`src/rtl/wd_pkg.sv`:
```
// Shared definitions for the windowed watchdog monitor.
//   FL_*   : per-period fault status codes reported on flstat
//   clog2  : ceiling log2, used to size the period and consecutive counters
// Optional feature macro used elsewhere in this slice: WD_FAULT_LOG_EN.
package wd_pkg;

  localparam logic [2:0] FL_OK    = 3'b000;
  localparam logic [2:0] FL_OVR   = 3'b001;
  localparam logic [2:0] FL_EARLY = 3'b010;
  localparam logic [2:0] FL_MULTI = 3'b011;
  localparam logic [2:0] FL_MISS  = 3'b100;

  // Returns at least 1 so a counter of a single state still has a bit.
  function automatic int clog2(input int value);
    int res;
    res = 1;
    for (int i = 1; i < 31; i++) begin
      if ((1 << i) < value) res = i + 1;
    end
    return res;
  endfunction

endpackage

```
`src/rtl/wd_window_monitor_if.sv`:
```
// Bus bundle between the watchdog monitor and its environment.
//   en       : period counter run enable
//   wdsrvc   : per-channel service (rising edge = one service)
//   fwovr    : per-channel firmware override level
//   clrfail  : one-cycle clear of all wdfail flags and consecutive counters
//   winopen  : open-window indicator
//   perend   : last cycle of the period
//   flstat   : per-channel status of the last completed period, 3 bits each
//   wdfail   : sticky per-channel failure
//   flcnt    : per-channel bad-period count, present only with WD_FAULT_LOG_EN
// master = environment side, slave = monitor side.
interface wd_window_monitor_if #(parameter int N_CH = 4);

  logic              en;
  logic [N_CH-1:0]   wdsrvc;
  logic [N_CH-1:0]   fwovr;
  logic              clrfail;
  logic              winopen;
  logic              perend;
  logic [3*N_CH-1:0] flstat;
  logic [N_CH-1:0]   wdfail;
`ifdef WD_FAULT_LOG_EN
  logic [8*N_CH-1:0] flcnt;

  modport master (output en, wdsrvc, fwovr, clrfail,
                  input  winopen, perend, flstat, wdfail, flcnt);
  modport slave  (input  en, wdsrvc, fwovr, clrfail,
                  output winopen, perend, flstat, wdfail, flcnt);
`else
  modport master (output en, wdsrvc, fwovr, clrfail,
                  input  winopen, perend, flstat, wdfail);
  modport slave  (input  en, wdsrvc, fwovr, clrfail,
                  output winopen, perend, flstat, wdfail);
`endif

endinterface

```
`src/rtl/wd_channel.sv`:
```
// One watchdog channel: service edge detect, per-period accumulators,
// classifier, consecutive-bad counter, sticky wdfail and (with
// WD_FAULT_LOG_EN) a saturating bad-period log counter.
//   clk, rst_n : clock, async active-low reset
//   en         : period counter running; edges and override only count when 1
//   winopen    : shared open-window decode
//   pe         : period end that actually advances (perend & en)
//   srvc       : service input, ovr_in : override level, clrfail : fail clear
//   flstat     : registered status of the last period, wdfail : sticky failure
//   flcnt      : bad-period count (WD_FAULT_LOG_EN only)
module wd_channel
  import wd_pkg::*;
#(
  parameter int FAIL_LIMIT = 3
) (
  input  logic       clk,
  input  logic       rst_n,
  input  logic       en,
  input  logic       winopen,
  input  logic       pe,
  input  logic       srvc,
  input  logic       ovr_in,
  input  logic       clrfail,
  output logic [2:0] flstat,
  output logic       wdfail
`ifdef WD_FAULT_LOG_EN
  ,
  output logic [7:0] flcnt
`endif
);

  localparam int CNT_W = clog2(FAIL_LIMIT + 1);
  localparam logic [CNT_W-1:0] LIMIT = CNT_W'(FAIL_LIMIT);

  logic             srvc_q;
  logic             early, early_n;
  logic             ovr, ovr_n;
  logic [1:0]       scnt, scnt_n;
  logic             edge_s;
  logic [2:0]       status;
  logic             bad;
  logic [CNT_W-1:0] consec, consec_inc;

  // The *_n values include the current cycle, so an edge or override on the
  // perend cycle is classified with the period that is ending.
  always_comb begin
    edge_s  = en & srvc & ~srvc_q;
    early_n = early | (edge_s & ~winopen);
    scnt_n  = scnt;
    if (edge_s && winopen && scnt != 2'd2) scnt_n = scnt + 2'd1;
    ovr_n   = ovr | (en & ovr_in);

    status = FL_OK;
    if (ovr_n)              status = FL_OVR;
    else if (early_n)       status = FL_EARLY;
    else if (scnt_n == 2'd2) status = FL_MULTI;
    else if (scnt_n == 2'd0) status = FL_MISS;

    bad        = (status == FL_EARLY) || (status == FL_MULTI) || (status == FL_MISS);
    consec_inc = (consec == LIMIT) ? consec : consec + CNT_W'(1);
  end

  always_ff @(posedge clk or negedge rst_n) begin
    if (!rst_n) begin
      srvc_q <= 1'b0;
      early  <= 1'b0;
      scnt   <= 2'd0;
      ovr    <= 1'b0;
      flstat <= FL_OK;
    end else begin
      srvc_q <= srvc;
      if (pe) begin
        early  <= 1'b0;
        scnt   <= 2'd0;
        ovr    <= 1'b0;
        flstat <= status;
      end else begin
        early  <= early_n;
        scnt   <= scnt_n;
        ovr    <= ovr_n;
      end
    end
  end

  // An override period (FL_OVR) leaves the counter untouched. A set event
  // takes priority over a coincident clrfail.
  always_ff @(posedge clk or negedge rst_n) begin
    if (!rst_n) begin
      consec <= '0;
      wdfail <= 1'b0;
    end else begin
      if (pe && bad)                            consec <= consec_inc;
      else if (clrfail || (pe && status == FL_OK)) consec <= '0;

      if (pe && bad && consec_inc == LIMIT) wdfail <= 1'b1;
      else if (clrfail)                     wdfail <= 1'b0;
    end
  end

`ifdef WD_FAULT_LOG_EN
  always_ff @(posedge clk or negedge rst_n) begin
    if (!rst_n)                           flcnt <= 8'd0;
    else if (pe && bad && flcnt != 8'hFF) flcnt <= flcnt + 8'd1;
  end
`endif

endmodule

```
`src/rtl/wd_window_monitor.sv`:
```
// Multi-channel windowed watchdog. A shared period counter splits each
// period into a closed window (0..WIN_OPEN-1) and an open window; each
// channel classifies its service pulses once per period and escalates
// consecutive bad periods to a sticky wdfail.
//   clk   : system clock, rising edge
//   rst_n : asynchronous active-low reset
//   bus   : wd_window_monitor_if slave (en, wdsrvc, fwovr, clrfail in;
//           winopen, perend, flstat, wdfail and optional flcnt out)
// Optional feature: define WD_FAULT_LOG_EN to add the flcnt log counters.
module wd_window_monitor
  import wd_pkg::*;
#(
  parameter int N_CH       = 4,
  parameter int PERIOD     = 100,
  parameter int WIN_OPEN   = 30,
  parameter int FAIL_LIMIT = 3
) (
  input  logic                clk,
  input  logic                rst_n,
  wd_window_monitor_if.slave  bus
);

  localparam int CW = clog2(PERIOD);
  localparam logic [CW-1:0] LAST = CW'(PERIOD - 1);
  localparam logic [CW-1:0] OPEN = CW'(WIN_OPEN);

  logic [CW-1:0] cnt;
  logic          pe;

  always_ff @(posedge clk or negedge rst_n) begin
    if (!rst_n)      cnt <= '0;
    else if (bus.en) cnt <= (cnt == LAST) ? '0 : cnt + CW'(1);
  end

  assign bus.winopen = (cnt >= OPEN);
  assign bus.perend  = (cnt == LAST);
  // With en low the counter sits still, so a held perend must not close the period.
  assign pe          = bus.perend & bus.en;

  for (genvar i = 0; i < N_CH; i++) begin : g_ch
    wd_channel #(.FAIL_LIMIT(FAIL_LIMIT)) u_ch (
      .clk     (clk),
      .rst_n   (rst_n),
      .en      (bus.en),
      .winopen (bus.winopen),
      .pe      (pe),
      .srvc    (bus.wdsrvc[i]),
      .ovr_in  (bus.fwovr[i]),
      .clrfail (bus.clrfail),
      .flstat  (bus.flstat[3*i +: 3]),
      .wdfail  (bus.wdfail[i])
`ifdef WD_FAULT_LOG_EN
      ,
      .flcnt   (bus.flcnt[8*i +: 8])
`endif
    );
  end

endmodule

```
`src/flat_wrapper.sv`:
```
// flat-port wrapper written by rule: the top's interface ports become plain ports
module wd_window_monitor_flat import wd_pkg::*;
#(
  parameter int N_CH       = 4,
  parameter int PERIOD     = 100,
  parameter int WIN_OPEN   = 30,
  parameter int FAIL_LIMIT = 3
)
  (clk, rst_n, bus_en, bus_wdsrvc, bus_fwovr, bus_clrfail, bus_winopen, bus_perend, bus_flstat, bus_wdfail);
  wd_window_monitor_if #(.N_CH(N_CH)) bus_i ();
  input  logic clk;
  input  logic rst_n;
  input wire logic [$bits(bus_i.en)-1:0] bus_en;
  input wire logic [$bits(bus_i.wdsrvc)-1:0] bus_wdsrvc;
  input wire logic [$bits(bus_i.fwovr)-1:0] bus_fwovr;
  input wire logic [$bits(bus_i.clrfail)-1:0] bus_clrfail;
  output wire logic [$bits(bus_i.winopen)-1:0] bus_winopen;
  output wire logic [$bits(bus_i.perend)-1:0] bus_perend;
  output wire logic [$bits(bus_i.flstat)-1:0] bus_flstat;
  output wire logic [$bits(bus_i.wdfail)-1:0] bus_wdfail;
  assign bus_i.en = bus_en;
  assign bus_i.wdsrvc = bus_wdsrvc;
  assign bus_i.fwovr = bus_fwovr;
  assign bus_i.clrfail = bus_clrfail;
  assign bus_winopen = bus_i.winopen;
  assign bus_perend = bus_i.perend;
  assign bus_flstat = bus_i.flstat;
  assign bus_wdfail = bus_i.wdfail;
  wd_window_monitor #(.N_CH(N_CH), .PERIOD(PERIOD), .WIN_OPEN(WIN_OPEN), .FAIL_LIMIT(FAIL_LIMIT)) u_core (.clk(clk), .rst_n(rst_n), .bus(bus_i));
endmodule
```
`config.mk`:
```
export PLATFORM = sky130hd
export DESIGN_NAME = wd_window_monitor_flat
export DESIGN_NICKNAME = d
export VERILOG_FILES = /design/src/rtl/wd_pkg.sv /design/src/rtl/wd_window_monitor_if.sv /design/src/rtl/wd_channel.sv /design/src/rtl/wd_window_monitor.sv /design/src/flat_wrapper.sv
export SDC_FILE = /design/constraint.sdc
export NUM_CORES = 1
export LEC_CHECK = 0
export BUFFER_PORTS_ARGS = -buffer_cell sky130_fd_sc_hd__buf_2
export CAP_MARGIN = 30
export CELL_PAD_IN_SITES_DETAIL_PLACEMENT = 2
export CELL_PAD_IN_SITES_GLOBAL_PLACEMENT = 2
export CORE_MARGIN = 2
export CORE_UTILIZATION = 35
export CTS_BUF_LIST = sky130_fd_sc_hd__clkbuf_2 sky130_fd_sc_hd__clkbuf_4 sky130_fd_sc_hd__clkbuf_8
export CTS_CLUSTER_SIZE = 28
export DETAILED_ROUTE_END_ITERATION = 10
export PLACE_DENSITY_LB_ADDON = 0.1
export SLEW_MARGIN = 10
export SYNTH_ARGS = -nofsm -noshare
export SYNTH_HDL_FRONTEND = slang
export SYNTH_SLANG_ARGS = --single-unit
export TNS_END_PERCENT = 20
```
`constraint.sdc`:
```
create_clock -name clk -period 3.8 [get_ports clk]
set_clock_uncertainty 0.2 [all_clocks]
set_input_delay 0.76 -clock clk [delete_from_list [all_inputs] [get_ports clk]]
set_output_delay 0.76 -clock clk [all_outputs]
set_load 0.03 [all_outputs]
```
==> results.md <==
- Vias in the first global route: 2227
- Cell Pwr Density: 526 nW/um^2
- CP Class: register to primary output
- Worst path arrival time: 2.00 ns
- Slew @ Worst Pin: 0.810 ns
- Insertion delay to the later sink of the worst-skew pair: 0.30 ns
- H-tree level count: 2
- RSZ-0062 raised after global routing: no
- Post-route insts no fill: 379
- Ys flop type: dfrtp_1
- Hold buffers post-CTS: 0
- Critical-path cell list: ha_1 -> or4_4 -> nand2_2 -> inv_2 -> buf_2
- Slew headroom: 45.6%
- Worst-path clk slew: 0.09 ns
- Critical Path Fanout Max: 7
- Gr usage total: 18.4%
- Area Growth Syn to Fin: 10.9%
- Crit path to: bus_winopen
- CTS-repair resized insts: 0
- Largest net degree at the start of global routing: 36
- Synth Register Bits: 51
- Die W: 90.8 um
- TritonCTS buffer count: 5
- Fmax achieved: 338 MHz
- Starting Density: 36.2%
- Core Util, Final: 40.1%
- Worst R2R End: u_core.g_ch[1].u_ch.flstat[1]
- CTS tree: yes
- Core Rows: 31
- Ys async rst share: 100%
- Worst setup EP type: primary output
- Leak Pwr: 1.30 nW
- Fin Hold WS: 0.182 ns
- Worst vdd ir: 0.236 mV
- Clock Path Buffers: 2
- CP peak stage delay: 0.51 ns
- Wire length per cell: 18.1 um
- Setup ws final: 0.841 ns
- Clock sinks: 51
- Total Die Area: 8250 um^2
- Mapped Nets: 274
- Hold Crit Class: input port to asynchronous set/reset pin
- Starting DRT DRC Count: 59
- Ports: 30
- DP Cell Count: 373
- Final hold vios: 0
- Area of the multi-input gates: 1220 um^2
- Slowest stage cell, crit path: or4_4
- Avg Cell Area, Syn: 10.3 um^2
- Cell Area, Synth: 2640 um^2
- First-pass GRT wire length: 12000 um
- Drt drc: 0
- Core area: 7290 um^2
- Final setup TNS: 0 ns
- R2r worst-path depth: 7
- R2R Path Start: u_core.cnt[1]
- Mapped Cells: 256
- Initial antenna violation count: 0
- Flop-to-flop setup slack: 1.09 ns
- Sequential area share after synthesis: 48.4%
- Slew Viols, Final: 0
- Via/cell ratio: 5.52
- Port bufs: 29
- ANT cells: 0
- Status: complete, no violations
- Min cycle time layout: 2.96 ns
- Post-Route WL: 6860 um
- Chip height: 90.8 um
- Total iterations of the first detailed-routing run: 4
- Yosys warnings: 0
- Post-DRT Antenna Nets: 0
- Final #Nets: 299
- Fillers: 819
- CTS root buffer: clkbuf_8
- Final setup fails: 0
- Post-Layout Inst Area: 2930 um^2
- Critical Path Start Type: register
- Critical path launch point: u_core.cnt[1]
- Gpl congestion: 0.762
- Dpl cell area: 2850 um^2
- Total grt overflow: 0
- Via count: 2091
- Post-layout total power: 1.54 mW
- Post-synth EDFFs: 0
- HPWL after detailed placement: 5190 um
- CP Data Required Time: 2.84 ns
- Register area: 1280 um^2
- Setup Buffers After CTS: 0
- Fraction of the cycle the final worst path needs: 77.9%
- Max-Cap Viols: 0
- Synth unique cells: 63
- Share of cells above drive strength 1: 20.4%
- Post-Place Setup Slack: 0.951 ns
## synthesized netlist by cell type, types with 3 or more instances
library cell	n	share of area [%]
a22o_1	7	2.3
buf_4	4	1.1
a32o_1	6	2.3
a21oi_1	8	1.5
nand3_1	5	0.95
a21o_1	3	0.85
a221o_1	3	1.1
nor3_1	9	1.7
dfrtp_1	51	48
mux2i_1	3	1.1
o21ai_0	7	1.3
ha_1	6	2.8
nand2_1	14	2.0
nand4_1	5	1.2
nand2b_1	4	0.95
inv_1	14	2.0
xnor2_1	6	2.0
o31ai_1	3	0.85
nor2_1	32	4.6
or3_1	3	0.71
clkbuf_1	6	0.85
o22a_1	5	1.7
## cells in the final DEF, fill, tap and decap left out, types with 3 or more instances in the layout
| cell type | netlist | routed |
|---|---|---|
| ha_1 | 6 | 6 |
| o22a_1 | 5 | 5 |
| buf_2 | 2 | 29 |
| a21oi_1 | 8 | 8 |
| buf_4 | 4 | 4 |
| nor2_1 | 32 | 32 |
| xnor2_1 | 6 | 6 |
| nand3_1 | 5 | 5 |
| nand2_1 | 14 | 14 |
| nand4_1 | 5 | 5 |
| a221o_1 | 3 | 3 |
| or3_1 | 3 | 3 |
| nor3_1 | 9 | 9 |
| a22o_1 | 7 | 7 |
| o21ai_0 | 7 | 7 |
| a32o_1 | 6 | 6 |
| clkbuf_8 | 0 | 5 |
| dfrtp_1 | 51 | 51 |
| a21o_1 | 3 | 3 |
| mux2i_1 | 3 | 3 |
| o31ai_1 | 3 | 3 |
| inv_1 | 14 | 14 |
| nand2b_1 | 4 | 4 |
## how the worst min path moves through the flow
stage | slack, ns | start | endpoint
final | 0.18 | rst_n | u_core.g_ch[1].u_ch.early
after global routing | 0.21 | rst_n | u_core.g_ch[1].u_ch.early
after CTS | 0.19 | rst_n | u_core.cnt[6]
after detailed placement | 0.29 | u_core.g_ch[1].u_ch.ovr | u_core.g_ch[1].u_ch.ovr
after global placement | 0.27 | u_core.g_ch[1].u_ch.ovr | u_core.g_ch[1].u_ch.ovr
after floorplan | 0.25 | u_core.g_ch[1].u_ch.ovr | u_core.g_ch[1].u_ch.ovr
## flip-flops by register name, indices dropped and copies added (netlist names)
signal,cells
u_core.g_ch.u_ch.consec,8
u_core.g_ch.u_ch.wdfail,4
u_core.g_ch.u_ch.ovr,4
u_core.g_ch.u_ch.early,4
u_core.g_ch.u_ch.scnt,8
u_core.g_ch.u_ch.flstat,12
u_core.cnt,7
u_core.g_ch.u_ch.srvc_q,4
## critical path: cells and delay by family, from the launching register on
kind / cells / cell delay [ns]
AND/OR/NAND/NOR: 2 / 0.69
flip-flops: 1 / 0.46
buffers and inverters: 2 / 0.30
adder cells (fa/ha/maj): 1 / 0.24
## kinds of logic (layout without fill, tap and decap cells)
| group | Yosys count | after routing | share of synthesized area (%) |
|---|---|---|---|
| buffers and inverters | 30 | 54 | 5.50 |
| AO/OA/AOI/OAI | 67 | 67 | 21.1 |
| adder cells (fa/ha/maj) | 6 | 6 | 2.84 |
| flip-flops | 51 | 51 | 48.4 |
| XOR/XNOR | 6 | 6 | 1.99 |
| AND/OR/NAND/NOR | 93 | 93 | 19.0 |
| multiplexers | 3 | 3 | 1.14 |
## area by class of cell
type | instances | area share [%]
Clock buffer | 6 | 2.61
Inverter | 15 | 1.92
Multi-Input combinational cell | 175 | 41.6
Timing Repair Buffer | 33 | 5.99
Tap cell | 99 | 4.23
Sequential cell | 51 | 43.6
## routing by layer
metal | up-vias | routed length (um) | global-route usage (%)
met5 | - | 0 | 0
met3 | 6 | 159 | 3.26
met4 | 0 | 71 | 4.17
met1 | 1068 | 3390 | 25.2
li1 | 989 | - | -
met2 | 28 | 3240 | 30.6
## power breakdown
part / internal, mW / switching, mW
clock: 0.131 / 0.176
sequential: 0.613 / 0.119
combinational: 0.183 / 0.318
Power figures use the tool's default switching activity.
